$ cat src/rtl/mem_access_ctrl.sv
`default_nettype none
// ============================================================================
//  Module   : mem_access_ctrl
//  Purpose  : M-stage load/store controller. Decodes the access size and low
//             address bits into byte-lane enables and a load-extension op,
//             steers a one-hot read/write strobe to the addressed device, and
//             stalls the pipeline while the data memory (device 0) works
//             through its wait states. Misaligned or out-of-range requests
//             are flagged and counted instead of being issued.
//  Ports    : clk, reset          - clock, synchronous active-high reset
//             mem_req, is_store   - request valid, store(1)/load(0)
//             size, sign_ext      - access size code, load sign extension
//             addr_lo, dev_idx    - low address bits, target device
//             mem_ready           - memory early-completion strobe
//             be, me_op           - byte-lane enables, load-extension op
//             dev_wr, dev_rd      - one-hot device write/read strobes
//             stall, dm_work      - pipeline freeze, memory access completing
//             addr_fault          - current request illegal
//             fault_cnt           - saturating illegal-request count
//  Revision : 1.0 - initial release
// ============================================================================
module mem_access_ctrl #(
  parameter int DATA_W   = 32,
  parameter int NDEV     = 2,
  parameter int WAIT_CYC = 2
) (
  input  logic                     clk,
  input  logic                     reset,
  input  logic                     mem_req,
  input  logic                     is_store,
  input  logic [1:0]               size,
  input  logic                     sign_ext,
  input  logic [2:0]               addr_lo,
  input  logic [$clog2(NDEV)-1:0]  dev_idx,
  input  logic                     mem_ready,
  output logic [DATA_W/8-1:0]      be,
  output logic [2:0]               me_op,
  output logic [NDEV-1:0]          dev_wr,
  output logic [NDEV-1:0]          dev_rd,
  output logic                     stall,
  output logic                     dm_work,
  output logic                     addr_fault,
  output logic [7:0]               fault_cnt
);

  localparam int BE_W = DATA_W / 8;

  typedef enum logic [1:0] {
    ST_IDLE = 2'd0,
    ST_WAIT = 2'd1,
    ST_DONE = 2'd2
  } state_t;

  state_t              state_q, state_d;
  logic [3:0]          cnt_q, cnt_d;
  logic [7:0]          fault_cnt_q;
  // Request attributes captured when a memory access starts, so the WAIT
  // state replays them without looking at the request inputs again.
  logic [BE_W-1:0]     op_be_q;
  logic [2:0]          op_meop_q;
  logic                op_store_q;

  logic                w_illegal;
  logic [3:0]          w_off;
  logic [3:0]          w_nbytes;
  logic [BE_W-1:0]     w_be_leg;
  logic                w_mem_start;

  // Alignment and device-range check.
  always_comb begin
    w_illegal = 1'b0;
    unique case (size)
      2'b01:   w_illegal = addr_lo[0];
      2'b10:   w_illegal = |addr_lo[1:0];
      2'b11:   w_illegal = (DATA_W == 32) || (|addr_lo);
      default: w_illegal = 1'b0;
    endcase
    if (32'(dev_idx) >= 32'(NDEV)) begin
      w_illegal = 1'b1;
    end
  end

  // Lane mask: a run of 2^size ones starting at the byte offset within the
  // bus word. Only meaningful for legal requests, which never overflow.
  always_comb begin
    w_off    = {1'b0, addr_lo} & 4'(BE_W - 1);
    w_nbytes = 4'd1 << size;
    w_be_leg = '0;
    for (int b = 0; b < BE_W; b++) begin
      w_be_leg[b] = (4'(b) >= w_off) && (4'(b) < (w_off + w_nbytes));
    end
  end

  // Next-state and output decode.
  always_comb begin
    state_d     = state_q;
    cnt_d       = cnt_q;
    be          = '0;
    me_op       = 3'b000;
    dev_wr      = '0;
    dev_rd      = '0;
    stall       = 1'b0;
    dm_work     = 1'b0;
    addr_fault  = 1'b0;
    w_mem_start = 1'b0;

    if (!reset) begin
      unique case (state_q)
        ST_IDLE: begin
          if (mem_req) begin
            if (w_illegal) begin
              addr_fault = 1'b1;
            end else begin
              be = w_be_leg;
              if (is_store) begin
                dev_wr[dev_idx] = 1'b1;
              end else begin
                dev_rd[dev_idx] = 1'b1;
                me_op           = {~sign_ext, size};
              end
              // Only the data memory has wait states; I/O completes now.
              if (dev_idx == '0) begin
                stall       = 1'b1;
                w_mem_start = 1'b1;
                if ((WAIT_CYC == 1) || mem_ready) begin
                  state_d = ST_DONE;
                end else begin
                  state_d = ST_WAIT;
                  cnt_d   = 4'(WAIT_CYC - 1);
                end
              end
            end
          end
        end

        ST_WAIT: begin
          be    = op_be_q;
          me_op = op_meop_q;
          stall = 1'b1;
          if (op_store_q) begin
            dev_wr[0] = 1'b1;
          end else begin
            dev_rd[0] = 1'b1;
          end
          if (mem_ready || (cnt_q == 4'd1)) begin
            state_d = ST_DONE;
          end else begin
            cnt_d = cnt_q - 4'd1;
          end
        end

        ST_DONE: begin
          dm_work = 1'b1;
          state_d = ST_IDLE;
        end

        default: begin
          state_d = ST_IDLE;
        end
      endcase
    end
  end

  always_ff @(posedge clk) begin
    if (reset) begin
      state_q     <= ST_IDLE;
      cnt_q       <= 4'd0;
      fault_cnt_q <= 8'd0;
      op_be_q     <= '0;
      op_meop_q   <= 3'b000;
      op_store_q  <= 1'b0;
    end else begin
      state_q <= state_d;
      cnt_q   <= cnt_d;
      if (addr_fault && (fault_cnt_q != 8'hFF)) begin
        fault_cnt_q <= fault_cnt_q + 8'd1;
      end
      if (w_mem_start) begin
        op_be_q    <= be;
        op_meop_q  <= me_op;
        op_store_q <= is_store;
      end
    end
  end

  assign fault_cnt = fault_cnt_q;

endmodule
`default_nettype wire

$ cat config.mk
export PLATFORM = sky130hd
export DESIGN_NAME = mem_access_ctrl
export DESIGN_NICKNAME = d
export VERILOG_FILES = /design/src/rtl/mem_access_ctrl.sv
export SDC_FILE = /design/constraint.sdc
export NUM_CORES = 1
export LEC_CHECK = 0
export BUFFER_PORTS_ARGS = -buffer_cell sky130_fd_sc_hd__buf_2
export CAP_MARGIN = 20
export CORE_MARGIN = 1.5
export CORE_UTILIZATION = 45
export DETAILED_ROUTE_END_ITERATION = 10
export GPL_TIMING_DRIVEN = 0
export MAX_ROUTING_LAYER = met4
export PLACE_DENSITY = 0.76
export SYNTH_ARGS = -nofsm -noshare
export SYNTH_HDL_FRONTEND = slang
export SYNTH_SLANG_ARGS = --single-unit
$ cat constraint.sdc
create_clock -name clk -period 2 [get_ports clk]
set_input_delay 0.2 -clock clk [delete_from_list [all_inputs] [get_ports clk]]
set_output_delay 0.2 -clock clk [all_outputs]
set_load 0.02 [all_outputs]
== After elaboration in Yosys (flattened, before gate mapping) ==
Cells that the tools add are included.

* Flip-flop bits (word level): 22
* Output and inout bits: 22
* Word-level logic and storage cells: 97

* Shifts and indexed selects: 1
* Bitwise gates (word level): 1
* Add/sub/neg operators: 3
* Muxes and demuxes: 51
* Reduce and logical (&&, ||, !) cells: 12
* Equality and inequality tests: 13
* $lt $le $gt $ge: 10

{| class="wikitable"
|+ Operators by type and width
! cell !! count
|-
| 2-to-1 mux 4 bit || 8
|-
| 2-to-1 mux 2 bit || 13
|-
| 2-to-1 mux 1 bit || 17
|-
| case mux 4 bit (2 select lines) || 2
|-
| 2-to-1 mux 3 bit || 4
|-
| != test 2 bit (second input constant) || 6
|-
| adder 8 x 1 -> 8 bit (second input constant) || 1
|-
| less-than comparator 1 x 4 -> 1 bit (first input constant) || 2
|-
| less-than comparator 2 x 4 -> 1 bit (first input constant) || 2
|-
| != test 8 bit (second input constant) || 1
|-
| == test 2 bit (second input constant) || 3
|-
| logical AND 1 bit || 6
|-
| case mux 1 bit (2 select lines) || 3
|-
| case mux 3 bit (2 select lines) || 1
|-
| AND reduction 6 bit || 1
|-
| adder 2 x 4 -> 4 bit || 1
|-
| == test 2 x 1 -> 1 bit (second input constant) || 2
|-
| == test 4 x 1 -> 1 bit (second input constant) || 1
|-
| greater-or-equal comparator 1 x 2 -> 1 bit (first input constant) || 2
|-
| greater-or-equal comparator 2 bit (first input constant) || 2
|-
| case mux 2 bit (2 select lines) || 1
|-
| AND reduction 4 bit || 1
|-
| << shifter 1 x 2 -> 4 bit (first input constant) || 1
|-
| subtractor 4 x 1 -> 4 bit (second input constant) || 1
|-
| other kinds (9) || 9
|}

== Longest topological paths before layout ==
Gate-level depths: netlist (run 1).

* Word-level depth: 9
* Mapped depth: 7
* Gate-level depth less buffers: 7

== Worst setup path after synthesis (run 1) ==
OpenSTA, ideal clock, no wires.

* Path type: reg2out
* Start: reg state_q[1]
* End: out dev_rd[0]
* Path slack: 0.072 ns
* Arrival time: 1.728 ns
* Required time: 1.800 ns
* Buffers on the path: 1
* Cell stages (with the launch flop): 6
* Cells stage by stage: dfxtp_1 or4b_4 or3_1 buf_6 a2bb2oi_2 nor3_2

* Cells in the longest elaborated chain, start to end: 3

{| class="wikitable"
|+ Ends and longest elaborated chain
! element !! line !! RTL
|-
| start: declaration || 54 || <nowiki>state_t state_q, state_d;</nowiki>
|-
| start signal: assignment || 173 || <nowiki>state_q <= state_d;</nowiki>
|-
| == test 2 x 1 -> 1 bit / logical NOT 2 bit (equally long branches) || 108 || <nowiki>unique case (state_q)</nowiki>
|-
| case mux 1 bit (2 select lines) * || 108 ||
|-
| 2-to-1 mux 2 bit * || 107 || <nowiki>if (!reset) begin</nowiki>
|-
| end: declaration || 39 || <nowiki>output logic [NDEV-1:0] dev_rd,</nowiki>
|}

Every way passes the cells marked *; elsewhere a longest branch is shown, timed or not.

== Worst setup path after layout (run 1) ==
* Start: reg state_q[0]
* End: out dev_wr[0]

* Cells in the longest elaborated chain, start to end: 3

{| class="wikitable"
|+ Ends and longest elaborated chain
! element !! line !! RTL
|-
| == test 2 x 1 -> 1 bit / logical NOT 2 bit (equally long branches) || 108 ||
|-
| case mux 1 bit (2 select lines) * || 108 ||
|-
| 2-to-1 mux 2 bit * || 107 ||
|-
| end: declaration || 38 || <nowiki>output logic [NDEV-1:0] dev_wr,</nowiki>
|}

Marks and branches as above.

==> impl_summary.log, run 1 <==
[metrics] status: finished with violations
[metrics] violated checks: negative setup slack
[metrics] Critical Path Slowest Stage Cell: or4b_4
[metrics] chip width: ~59 um
[metrics] quantity of I/O buffers inserted on ports: 32
[metrics] Post-synth ARST share: 0
[metrics] detailed-route via count: roughly 1,500
[metrics] arithmetic-cell share of the synthesized area counting full adders, half adders and majority gates: 0.04987
[metrics] top cells by area in the synthesized netlist: dfxtp_1 (31%), a21oi_1 (5.7%), nand2_1 (4.8%)
[metrics] top-count cell post-synth: dfxtp_1
[metrics] crit path cell chain: or4b_4 -> buf_4 -> nor3_4 -> nand2_1 -> a211oi_2 -> buf_4
[metrics] combined area of all synthesized cells: approximately 0.0014 mm2
[metrics] Synth-to-Final Area Change: 39.89%
[metrics] final total negative setup slack: -0.8187 ns
[metrics] overall power of the completed layout: roughly 0.00093 W
[metrics] hpwl dp: approximately 2300 um
[metrics] TritonCTS clock tree: yes
[metrics] Cell Area, Placed: about 0.0016 mm2
[metrics] maximum fanout encountered on the critical timing path: 2
[metrics] compound-gate portion of the synthesized area: 0.2119
[metrics] via count of the first global-routing pass: 1,355
[metrics] total number of clock tree sinks: 22
[metrics] worst hold slack after final layout: 0.2037 ns
[metrics] fraction of final layout cells with drive strength greater than 1: 0.3919
[metrics] die height: a little under 60 um
[metrics] power density relative to cell area: around 480 mW/mm2
[metrics] Setup WS pre-CTS: -0.07519 ns
[metrics] GPL Wtd Cong: roughly 0.83
[metrics] number of violations of the max-capacitance limit: 0
[metrics] xor and xnor area share after synthesis: 0.01247
[metrics] Seq. cell area: approximately 440 um2
[metrics] most frequent CP cell: buf_4
[metrics] endpoints failing hold: 0
[metrics] post-synthesis mux area share: 0.008014
[metrics] total wire length: between 3000 and 4000 um
[metrics] Synth Area in Simple Gates: 0.3411
[metrics] startpoint types: flip-flop
[metrics] number of fillers in the final layout: 248
[metrics] final setup fails: 9
[metrics] total leakage power: roughly 0.77 nW
[metrics] Final Critical Period: between 2 and 2.5 ns
[metrics] die area: around 0.0035 mm2
[metrics] tightest slew margin relative to the limit: 0.6214
[metrics] period utilisation layout: 1.103
[metrics] DRC violation count after routing: 0
[metrics] Synth top area share: 0.3134
[metrics] buffer cell driving the clock tree root: clkbuf_4
[metrics] number of placement rows: 20
[metrics] first-pass GRT wire length: 6168 um
[metrics] mean instance size in the synthesized netlist: 8.217 um2
[metrics] Yosys cell types: 49
[metrics] Wirelength per Cell: between 10 and 15 um
[metrics] Ant. Diodes: 0
[metrics] FF+latch count, synth: 22
[metrics] worst path arrival time: ~2 ns
[metrics] maximum clock frequency: about 450 MHz
[metrics] total number of H-tree levels: 1
[metrics] Core Box Area: 0.003003 mm2
[metrics] CP Capture Type: output port
[metrics] I/O Pins: 34
[metrics] combined global-route utilization of all metal layers: 0.2392
[metrics] number of max-slew violations in the final report: 0
[metrics] DR pass1 iterations: 4
[metrics] worst setup skew after layout: between 0.004 and 0.005 ns
[metrics] combined buffer and inverter count along the critical path: 2
[metrics] Seq/Total Area, Yosys: 0.3134
[metrics] number of buffers added to fix hold violations after cts: 0
[metrics] Hold/Removal Path Class: input pin to flip-flop
[metrics] Final Net Count: between 200 and 250
[metrics] slew of the pin with the lowest slew margin: ~0.57 ns
[metrics] EDFF count, synth: 0
[metrics] antenna violations before repair: 0
[metrics] largest net degree at the start of global routing: 13
[metrics] Initial DRC Count: about 90
[metrics] clock slew at reported path FFs: roughly 0.13 ns
[metrics] synthesized instance count: 171
[metrics] delay-heaviest family, CP: simple AND/OR/NAND/NOR gates
[metrics] post-synth top area cell: dfxtp_1
[metrics] cell types with the highest counts after synthesis: dfxtp_1 (22), nand2_1 (18), a21oi_1 (16), nor2_1 (15), inv_1 (9)
[metrics] final setup margin: -0.2051 ns
[metrics] main combinational cell family by area after synthesis: simple AND/OR/NAND/NOR gates
[metrics] synthesized net count: approximately 190
[metrics] clock insertion delay at the later pin of the skew report: approximately 0.32 ns
[metrics] post-route cell area: 0.001966 mm2
[metrics] sum of overflow across all layers after global routing: 0
[metrics] peak supply drop: between 0.0003 and 0.0004 V
[metrics] Routed Antenna Nets: 0
[metrics] Max stage delay on crit path: 0.51 ns
[metrics] Via-to-Cell Ratio: approximately 5.8
[metrics] initial standard-cell utilization of the core: 0.4679
[metrics] setup repair after global routing missed its margin: yes
[metrics] most frequently used flop master after synthesis: dfxtp_1
[metrics] warnings from Yosys: 0
[metrics] required time of the critical path: between 1.5 and 2 ns
[metrics] area of the multi-input gates: 0.001002 mm2
[metrics] TritonCTS Buffers: 3
[metrics] worst-case clock buffer depth: 2
[metrics] Worst Path Class, Setup: flip-flop to output port
## repair_timing
action	in CTS	in global routing
endpoints found under the setup margin	12	16
setup buffers	11	5
resized for setup	40	16
pin swaps	12	13
## logic make-up (layout without fill, tap and decap cells)
group | Yosys count | in the layout
fa+ha+maj | 5 | 5
buf+inv | 17 | 68
compound gates | 44 | 44
simple gates | 80 | 80
mux | 1 | 1
xor+xnor | 2 | 2
flops | 22 | 22
## final timing paths
check | from | endpoint | slack [ns] | depth (start not counted)
setup / recovery | state_q[0] | dev_wr[0] | -0.21 | 6
hold / removal | mem_ready | state_q[1] | 0.20 | 3
setup reg to reg | state_q[1] | fault_cnt[3] | 0.03 | 7
hold reg to reg | op_be_q[0] | op_be_q[0] | 0.47 | 2
## per-stage QoR
step,utilization,std cells
floorplan,-,171
global placement,0.5350,236
detailed placement,0.5350,236
CTS,0.6238,250
global route,0.6546,255
finish,0.6546,255
## worst min-delay path, cell delays in order
cell     delay, ns
buf_2         0.13
a31oi_1       0.13
nor4_1        0.05
## sequential cells by signal, summed over array words and instances, names as in the netlist
register and flops:
fault_cnt 8, cnt_q 4, op_be_q 4, op_meop_q 3
state_q 2, op_store_q 1
## layout make-up
class,count,area share
Buffer,7,0.02737
Clock buffer,4,0.01846
Inverter,9,0.01719
Multi-Input combinational cell,132,0.5099
Sequential cell,22,0.2253
Tap cell,33,0.02101
Timing Repair Buffer,48,0.1808
## per-layer routing
metal / part of all wire / GRT usage / up-vias
li1: - / - / 735
met1: 0.46 / 0.3256 / 688
met2: 0.47 / 0.3587 / 54
met3: 0.052 / 0.04396 / 9
met4: 0.018 / 0.07792 / 0
met5: 0 / - / -
## report_power, final
group	switching [W]	internal (W)	leakage, nW
clock network	0.000149	0.000111	0.0210
logic	0.000123	0.0000951	0.567
registers	0.00000770	0.000448	0.179
total	0.000280	0.000655	0.767
## cells in the final DEF (no fill, tap or decap), types with 2 or more instances in the layout
master,n
or4_1,2
nor3b_1,2
or3_1,5
dfxtp_2,2
a211oi_1,3
a21oi_1,14
nor4_4,4
nand2_1,18
inv_1,7
nand3_1,5
nor2b_1,2
buf_4,22
clkbuf_4,4
nand2b_1,2
a21oi_2,2
o211ai_1,4
dfxtp_1,20
o31ai_1,2
buf_6,8
buf_8,3
ha_1,3
buf_2,18
nor2_1,14
clkbuf_1,3
nor3_1,6
o311ai_0,2
inv_2,2
xor2_1,2
o21a_2,2
nor3_2,2
o21ai_0,5
or4b_4,2
(Power assumes the default switching activity.)
==> inputs of run 2 (changes only) <==
Settings changed: ABC_AREA set to 1, PLACE_DENSITY 0.76 to 0.75, REMOVE_ABC_BUFFERS set to 1.
==> run 2 against run 1 <==
Critical path type is now input pin to output port. Hold slack got worse by 0.030 ns. Combinational power fell by 6%. Final cell count rose by 24%. Register-to-register slack improved by 0.40 ns. Via count rose by 4.8%. Routed wire length fell by 12%. Non-clock buffer count fell by 20. Synthesized cell count rose by 39%. The flow now finishes without violations. Sequential power rose by 2%. Maximum frequency rose by 13%. Highest routed layer unchanged. Setup slack improved by 0.26 ns.
==> impl_summary.log, run 2 <==
[metrics] Final Critical Period: 1.949 ns
[metrics] required time of the critical path: between 1.5 and 2 ns
[metrics] worst-case clock buffer depth: 2
[metrics] initial standard-cell utilization of the core: 0.4844
[metrics] first-pass GRT wire length: ~5500 um
[metrics] post-route cell area: 0.001839 mm2
[metrics] commonest non-fill, non-tap cell in the layout: nand2_1
[metrics] depth of the most critical reg-to-reg path: 8
[metrics] I/O Pins: 34
[metrics] EDFF count, synth: 0
[metrics] Cell Area, Placed: between 0.0015 and 0.002 mm2
[metrics] highest-utilization routing layer at the global route stage: met2
[metrics] die height: 61.03 um
[metrics] final setup fails: 0
[metrics] via count of the first global-routing pass: 1,309
[metrics] number of placement rows: 20
[metrics] period utilisation layout: 0.9743
[metrics] DRC violation count after routing: 0
[metrics] Max stage delay on crit path: approximately 0.53 ns
[metrics] die area: 0.003724 mm2
[metrics] status: complete, no violations
[metrics] Synth top area share: 0.2907
[metrics] Seq/Total Area, Yosys: 0.2907
[metrics] Hold/Removal Path Class: input pin to flip-flop
[metrics] TritonCTS clock tree: yes
[metrics] number of fillers in the final layout: around 290
[metrics] top cells by area in the synthesized netlist: dfxtp_1 (29%), nand2_1 (13%), nand3_1 (9.2%)
[metrics] Seq. cell area: 440.4 um2
[metrics] Wirelength per Cell: ~11 um
[metrics] slew of the pin with the lowest slew margin: between 0.4 and 0.5 ns
[metrics] Routed Antenna Nets: 0
[metrics] synthesized instance count: about 240
[metrics] chip width: 61.03 um
[metrics] tightest slew margin relative to the limit: 0.6922
[metrics] capturing point of the worst reg2reg path: fault_cnt[1]
[metrics] top-count cell post-synth: nand2_1
[metrics] total wire length: approximately 3300 um
[metrics] Post-synth ARST share: 0
[metrics] total leakage power: approximately 0.9 nW
[metrics] combined area of all synthesized cells: 0.001515 mm2
[metrics] overall power of the completed layout: about 0.0010 W
[metrics] destination of the critical timing path: be[0]
[metrics] buffer cell driving the clock tree root: clkbuf_4
[metrics] worst setup skew after layout: approximately 0.018 ns
[metrics] DR pass1 iterations: 4
[metrics] hpwl dp: roughly 2400 um
[metrics] quantity of I/O buffers inserted on ports: 32
[metrics] Worst Path Class, Setup: input pin to output port
[metrics] detailed-route via count: ~1,600
[metrics] Via-to-Cell Ratio: a little under 5
[metrics] crit path cell chain: buf_4 -> nor2_4 -> ha_4 -> inv_1 -> fa_1 -> inv_1 -> nor2_1 -> nand3_1 -> nand3_2 -> a21oi_1 -> buf_4
[metrics] total number of clock tree sinks: 22
[metrics] antenna violations before repair: 0
[metrics] CP Capture Type: output port
[metrics] power density relative to cell area: about 550 mW/mm2
[metrics] critical register-to-register path startpoint: fault_cnt[0]
[metrics] clock slew at reported path FFs: ~0.11 ns
[metrics] Final Net Count: slightly below 300
[metrics] Yosys cell types: 27
[metrics] startpoint types: input pin
[metrics] endpoints failing hold: 0
[metrics] FF+latch count, synth: 22
[metrics] flip-flop count of the largest register after layout: 8
[metrics] combined global-route utilization of all metal layers: 0.1961
[metrics] setup repair after global routing missed its margin: yes
[metrics] GPL Wtd Cong: 0.8300
[metrics] area of the multi-input gates: 975.9 um2
[metrics] number of instances in the placed design: 309
[metrics] clock insertion delay at the later pin of the skew report: between 0.3 and 0.4 ns
[metrics] maximum fanout encountered on the critical timing path: 5
[metrics] global-route met1 utilization: 0.2549
[metrics] TritonCTS Buffers: 3
[metrics] sum of overflow across all layers after global routing: 0
[metrics] fraction of final layout cells with drive strength greater than 1: 0.2390
[metrics] M2 GR Usage: 0.3237
[metrics] commonest non-fill, non-tap cells in the layout: nand2_1 (54), nor2_1 (32), buf_2 (28), inv_1 (26), nand3_1 (25)
[metrics] maximum clock frequency: 513.2 MHz
[metrics] post-synth top area cell: dfxtp_1
[metrics] most frequently used flop master after synthesis: dfxtp_1
[metrics] peak supply drop: 0.0003724 V
[metrics] non-filler instance count after layout: around 320
[metrics] Synth-to-Final Area Change: 21.39%
[metrics] Initial DRC Count: between 70 and 80
[metrics] Ant. Diodes: 0
[metrics] number of max-slew violations in the final report: 0
[metrics] GR Layer Usage met3: 0.03782
[metrics] largest net degree at the start of global routing: 26
[metrics] Critical Path Slowest Stage Cell: fa_1
[metrics] cell types with the highest counts after synthesis: nand2_1 (54), nor2_1 (34), nand3_1 (28), inv_1 (27), dfxtp_1 (22)
[metrics] worst setup path startpoint: size[0]
[metrics] total number of H-tree levels: 1
[metrics] worst reg2reg setup slack: 0.43 ns
[metrics] warnings from Yosys: 0
[metrics] final total negative setup slack: 0 ns
[metrics] number of violations of the max-capacitance limit: 0
[metrics] mean instance size in the synthesized netlist: around 6.4 um2
[metrics] Core Box Area: between 0.003 and 0.004 mm2
[metrics] worst hold slack after final layout: 0.1739 ns
[metrics] worst path arrival time: 1.75 ns
==> run 2: how the worst min path moves through the flow <==
stage	cells after the start	from	endpoint
2_1_floorplan	1	reset	cnt_q[2]
3_3_place_gp	3	mem_ready	state_q[1]
3_5_place_dp	3	mem_ready	state_q[1]
4_1_cts	3	mem_ready	state_q[1]
5_1_grt	3	mem_ready	state_q[1]
6_report	3	mem_ready	state_q[1]
==> run 2: routing by layer <==
metal  up-vias  routed length, um
met5         -                  0
met4         0                 55
met3         6                190
met2        42               1524
met1       683               1575
li1        827                  -
==> run 2: cells by family after synthesis <==
kind of cell | after synthesis | share of synthesized area
AO/OA/AOI/OAI | 29 | 0.09744
XOR/XNOR | 4 | 0.02313
adder cells (fa/ha/maj) | 5 | 0.04624
buffers and inverters | 35 | 0.09248
flip-flops | 22 | 0.2907
AND/OR/NAND/NOR | 143 | 0.4500
==> run 2: worst max-delay path, delay by kind of cell <==
family                   cells  cell delay (ns)
AO/OA/AOI/OAI                1             0.07
adder cells (fa/ha/maj)      2             0.67
buffers and inverters        4             0.42
AND/OR/NAND/NOR              4             0.41
==> run 2: cell type report <==
| class | count | area share |
|---|---|---|
| tap | 44 | 0.02993 |
| inverter | 30 | 0.06463 |
| sequential | 22 | 0.2395 |
| timing repair buffer | 35 | 0.1068 |
| clock buffer | 3 | 0.01224 |
| clock inverter | 1 | 0.01633 |
| multi-input combinational | 181 | 0.5306 |
==> run 2: metrics by stage <==
stage / setup slack, ns / utilization
floorplan: 0.2614 / -
global placement: 0.07149 / 0.5444
detailed placement: 0.08264 / 0.5444
CTS: 0.07208 / 0.5612
global route: -0.05160 / 0.5880
finish: 0.05131 / 0.5880
==> run 2: power breakdown <==
group,internal (W),switching (W),leakage (nW)
registers,0.000454,0.0000114,0.179
clock network,0.000203,0.000143,0.0279
logic,0.0000735,0.000132,0.685
total,0.000730,0.000286,0.891
==> run 2: repair_timing <==
action | 4_1_cts | 5_1_grt
setup endpoints to repair | 0 | 7
resized for setup | 0 | 17
buffers inserted | 0 | 3
hold buffers | 0 | 0
==> inputs of run 3 (changes only) <==
Settings changed: CORE_ASPECT_RATIO set to 0.5, GPL_TIMING_DRIVEN 0 to unset.
==> run 3 against run 2 <==
The run now ends with design-rule violations left. Maximum frequency grew 2.5%. Critical path type unchanged. Final cell count is 1.6% lower. Sequential power about the same. Setup slack improved by 0.048 ns. Combinational power barely moved. Via count grew 2.6%. Hold slack gained 0.055 ns. Critical endpoint unchanged. Core utilization up 0.44 points.
==> impl_summary.log, run 3 (synthesis gave the netlist of run 2 again) <==
[metrics] Initial DRC Count: roughly 100
[metrics] via count of the first global-routing pass: roughly 1,300
[metrics] initial standard-cell utilization of the core: 0.4887
[metrics] clock insertion delay at the later pin of the skew report: 0.27 ns
[metrics] Via-to-Cell Ratio: 5.138
[metrics] violated checks: design-rule violations
[metrics] crit path cell chain: buf_6 -> nor2_2 -> ha_2 -> inv_2 -> fa_1 -> inv_2 -> nor2_1 -> nand3_1 -> nand3_2 -> a21oi_2 -> buf_4
[metrics] maximum fanout encountered on the critical timing path: 5
[metrics] tightest slew margin relative to the limit: 0.7985
[metrics] die area: 0.003745 mm2
[metrics] TritonCTS Buffers: 3
[metrics] GPL Wtd Cong: 0.9110
[metrics] chip width: about 85 um
[metrics] final setup margin: roughly 0.10 ns
[metrics] period utilisation layout: 0.9501
[metrics] Wirelength per Cell: about 11 um
[metrics] maximum clock frequency: around 530 MHz
[metrics] flip-flop count of the largest register after layout: 8
[metrics] slew of the pin with the lowest slew margin: about 0.3 ns
[metrics] quantity of I/O buffers inserted on ports: 32
[metrics] clock slew at reported path FFs: about 0.08 ns
[metrics] Cell Area, Placed: ~0.0017 mm2
[metrics] final total negative setup slack: 0 ns
[metrics] setup repair after global routing missed its margin: yes
[metrics] commonest non-fill, non-tap cell in the layout: nand2_1
[metrics] most frequent CP cell: inv_2
[metrics] buffer cell driving the clock tree root: clkbuf_8
[metrics] detailed-route via count: around 1,600
[metrics] worst-case clock buffer depth: 2
[metrics] startpoint types: input pin
[metrics] die height: roughly 44 um
[metrics] final setup fails: 0
[metrics] Setup WS pre-CTS: about 0.080 ns
[metrics] antenna violations before repair: 0
[metrics] total wire length: 3478 um
[metrics] total number of clock tree sinks: 22
[metrics] Worst Path Class, Setup: input pin to output port
[metrics] depth of the most critical reg-to-reg path: 8
[metrics] Core Box Area: 0.003100 mm2
[metrics] peak supply drop: 0.0002939 V
[metrics] Synth-to-Final Area Change: 21.22%
[metrics] worst reg2reg setup slack: about 0.40 ns
[metrics] CP Capture Type: output port
[metrics] first-pass GRT wire length: roughly 5500 um
[metrics] worst setup skew after layout: 0.001030 ns
[metrics] total number of H-tree levels: 1
[metrics] destination of the worst hold path: state_q[1]
[metrics] Critical Path Slowest Stage Cell: fa_1
[metrics] Max stage delay on crit path: about 0.48 ns
[metrics] Hold Path Cell Cnt: 3
[metrics] power density relative to cell area: 594.1 mW/mm2
[metrics] number of buffers added to fix hold violations after cts: 0
[metrics] total leakage power: 0.9036 nW
[metrics] number of max-slew violations in the final report: 0
[metrics] I/O Pins: 34
[metrics] commonest non-fill, non-tap cells in the layout: nand2_1 (53), nor2_1 (32), buf_2 (28), inv_1 (25), nand3_1 (25)
[metrics] endpoints failing hold: 0
[metrics] status: finished with violations
[metrics] combined global-route utilization of all metal layers: 0.1893
[metrics] Final Net Count: roughly 290
[metrics] sum of overflow across all layers after global routing: 0
[metrics] number of violations of the max-capacitance limit: 0
[metrics] fraction of final layout cells with drive strength greater than 1: 0.2472
[metrics] post-route cell area: 0.001837 mm2
[metrics] TritonCTS clock tree: yes
[metrics] final core utilization: 0.5924
[metrics] startpoint of the lowest-slack hold path: mem_ready
[metrics] Routed Antenna Nets: 0
[metrics] number of placement rows: 14
[metrics] Final Critical Period: approximately 1.9 ns
[metrics] Ant. Diodes: 0
[metrics] number of fillers in the final layout: 310
[metrics] critical register-to-register path startpoint: fault_cnt[0]
[metrics] required time of the critical path: ~1.8 ns
[metrics] largest net degree at the start of global routing: 25
[metrics] hpwl dp: 2586 um
[metrics] worst path arrival time: 1.70 ns
[metrics] DR pass1 iterations: 7
[metrics] capturing point of the worst reg2reg path: fault_cnt[0]
[metrics] DRC violation count after routing: 2
[metrics] Hold/Removal Path Class: input pin to flip-flop
run 3: cell types whose count changed in the layout (fill, tap and decap cells not counted), sizes merged:
cell      previous run  this run
buf                 35        34
inv                 28        29
clkinvlp             1         0
run 3: worst max-delay path: cells and delay by family:
kind / cells / cell delay [ns]
adders and majority gates: 2 / 0.65
and+or+nand+nor: 4 / 0.32
buffers and inverters: 4 / 0.37
AOI/OAI and AO/OA: 1 / 0.16
run 3: routing by layer:
| layer | global-route usage | up-vias | wire length (um) |
|---|---|---|---|
| met5 | - | - | 0 |
| met4 | 0.03607 | 0 | 13 |
| met3 | 0.04478 | 2 | 170 |
| met2 | 0.3111 | 37 | 1594 |
| met1 | 0.2442 | 727 | 1699 |
| li1 | - | 832 | - |
run 3: report_power, final:
| group | total, W | leakage (nW) | internal, W | switching (W) |
|---|---|---|---|---|
| Combinational | 0.000203 | 0.689 | 0.0000714 | 0.000131 |
| Sequential | 0.000465 | 0.179 | 0.000453 | 0.0000113 |
| Clock | 0.000424 | 0.0357 | 0.000268 | 0.000156 |
run 3: worst max path at each step:
stage            start  cells past startpoint  endpoint
2_1_floorplan  size[0]                      9     be[2]
3_3_place_gp   size[0]                     11     be[0]
3_5_place_dp   size[0]                     11     be[0]
4_1_cts        size[0]                     11     be[0]
5_1_grt        size[1]                     11     be[0]
6_report       size[1]                     11     be[0]
run 3: per-stage QoR:
| step | cells | power (W) | hold slack (ns) |
|---|---|---|---|
| after floorplan | 233 | 0.0006020 | 0.2691 |
| after global placement | 307 | 0.0006583 | 0.4954 |
| after detailed placement | 307 | 0.0006630 | 0.5013 |
| after CTS | 311 | 0.001089 | 0.2239 |
| after global routing | 311 | 0.001144 | 0.2230 |
| final | 311 | 0.001091 | 0.2289 |
run 3: final cells by class:
type,count,area [um2],share of cell area
Multi-Input combinational cell,181,967.2,0.5266
Sequential cell,22,440.4,0.2398
Timing Repair Buffer,34,192.7,0.1049
Inverter,30,115.1,0.06267
Tap cell,40,50.05,0.02725
Clock buffer,3,41.29,0.02248
Clock inverter,1,30.03,0.01635
run 3: timing repair:
item / in CTS / in global routing
resized for setup: 0 / 18
buffers inserted: 0 / 0
setup endpoints to repair: 0 / 5
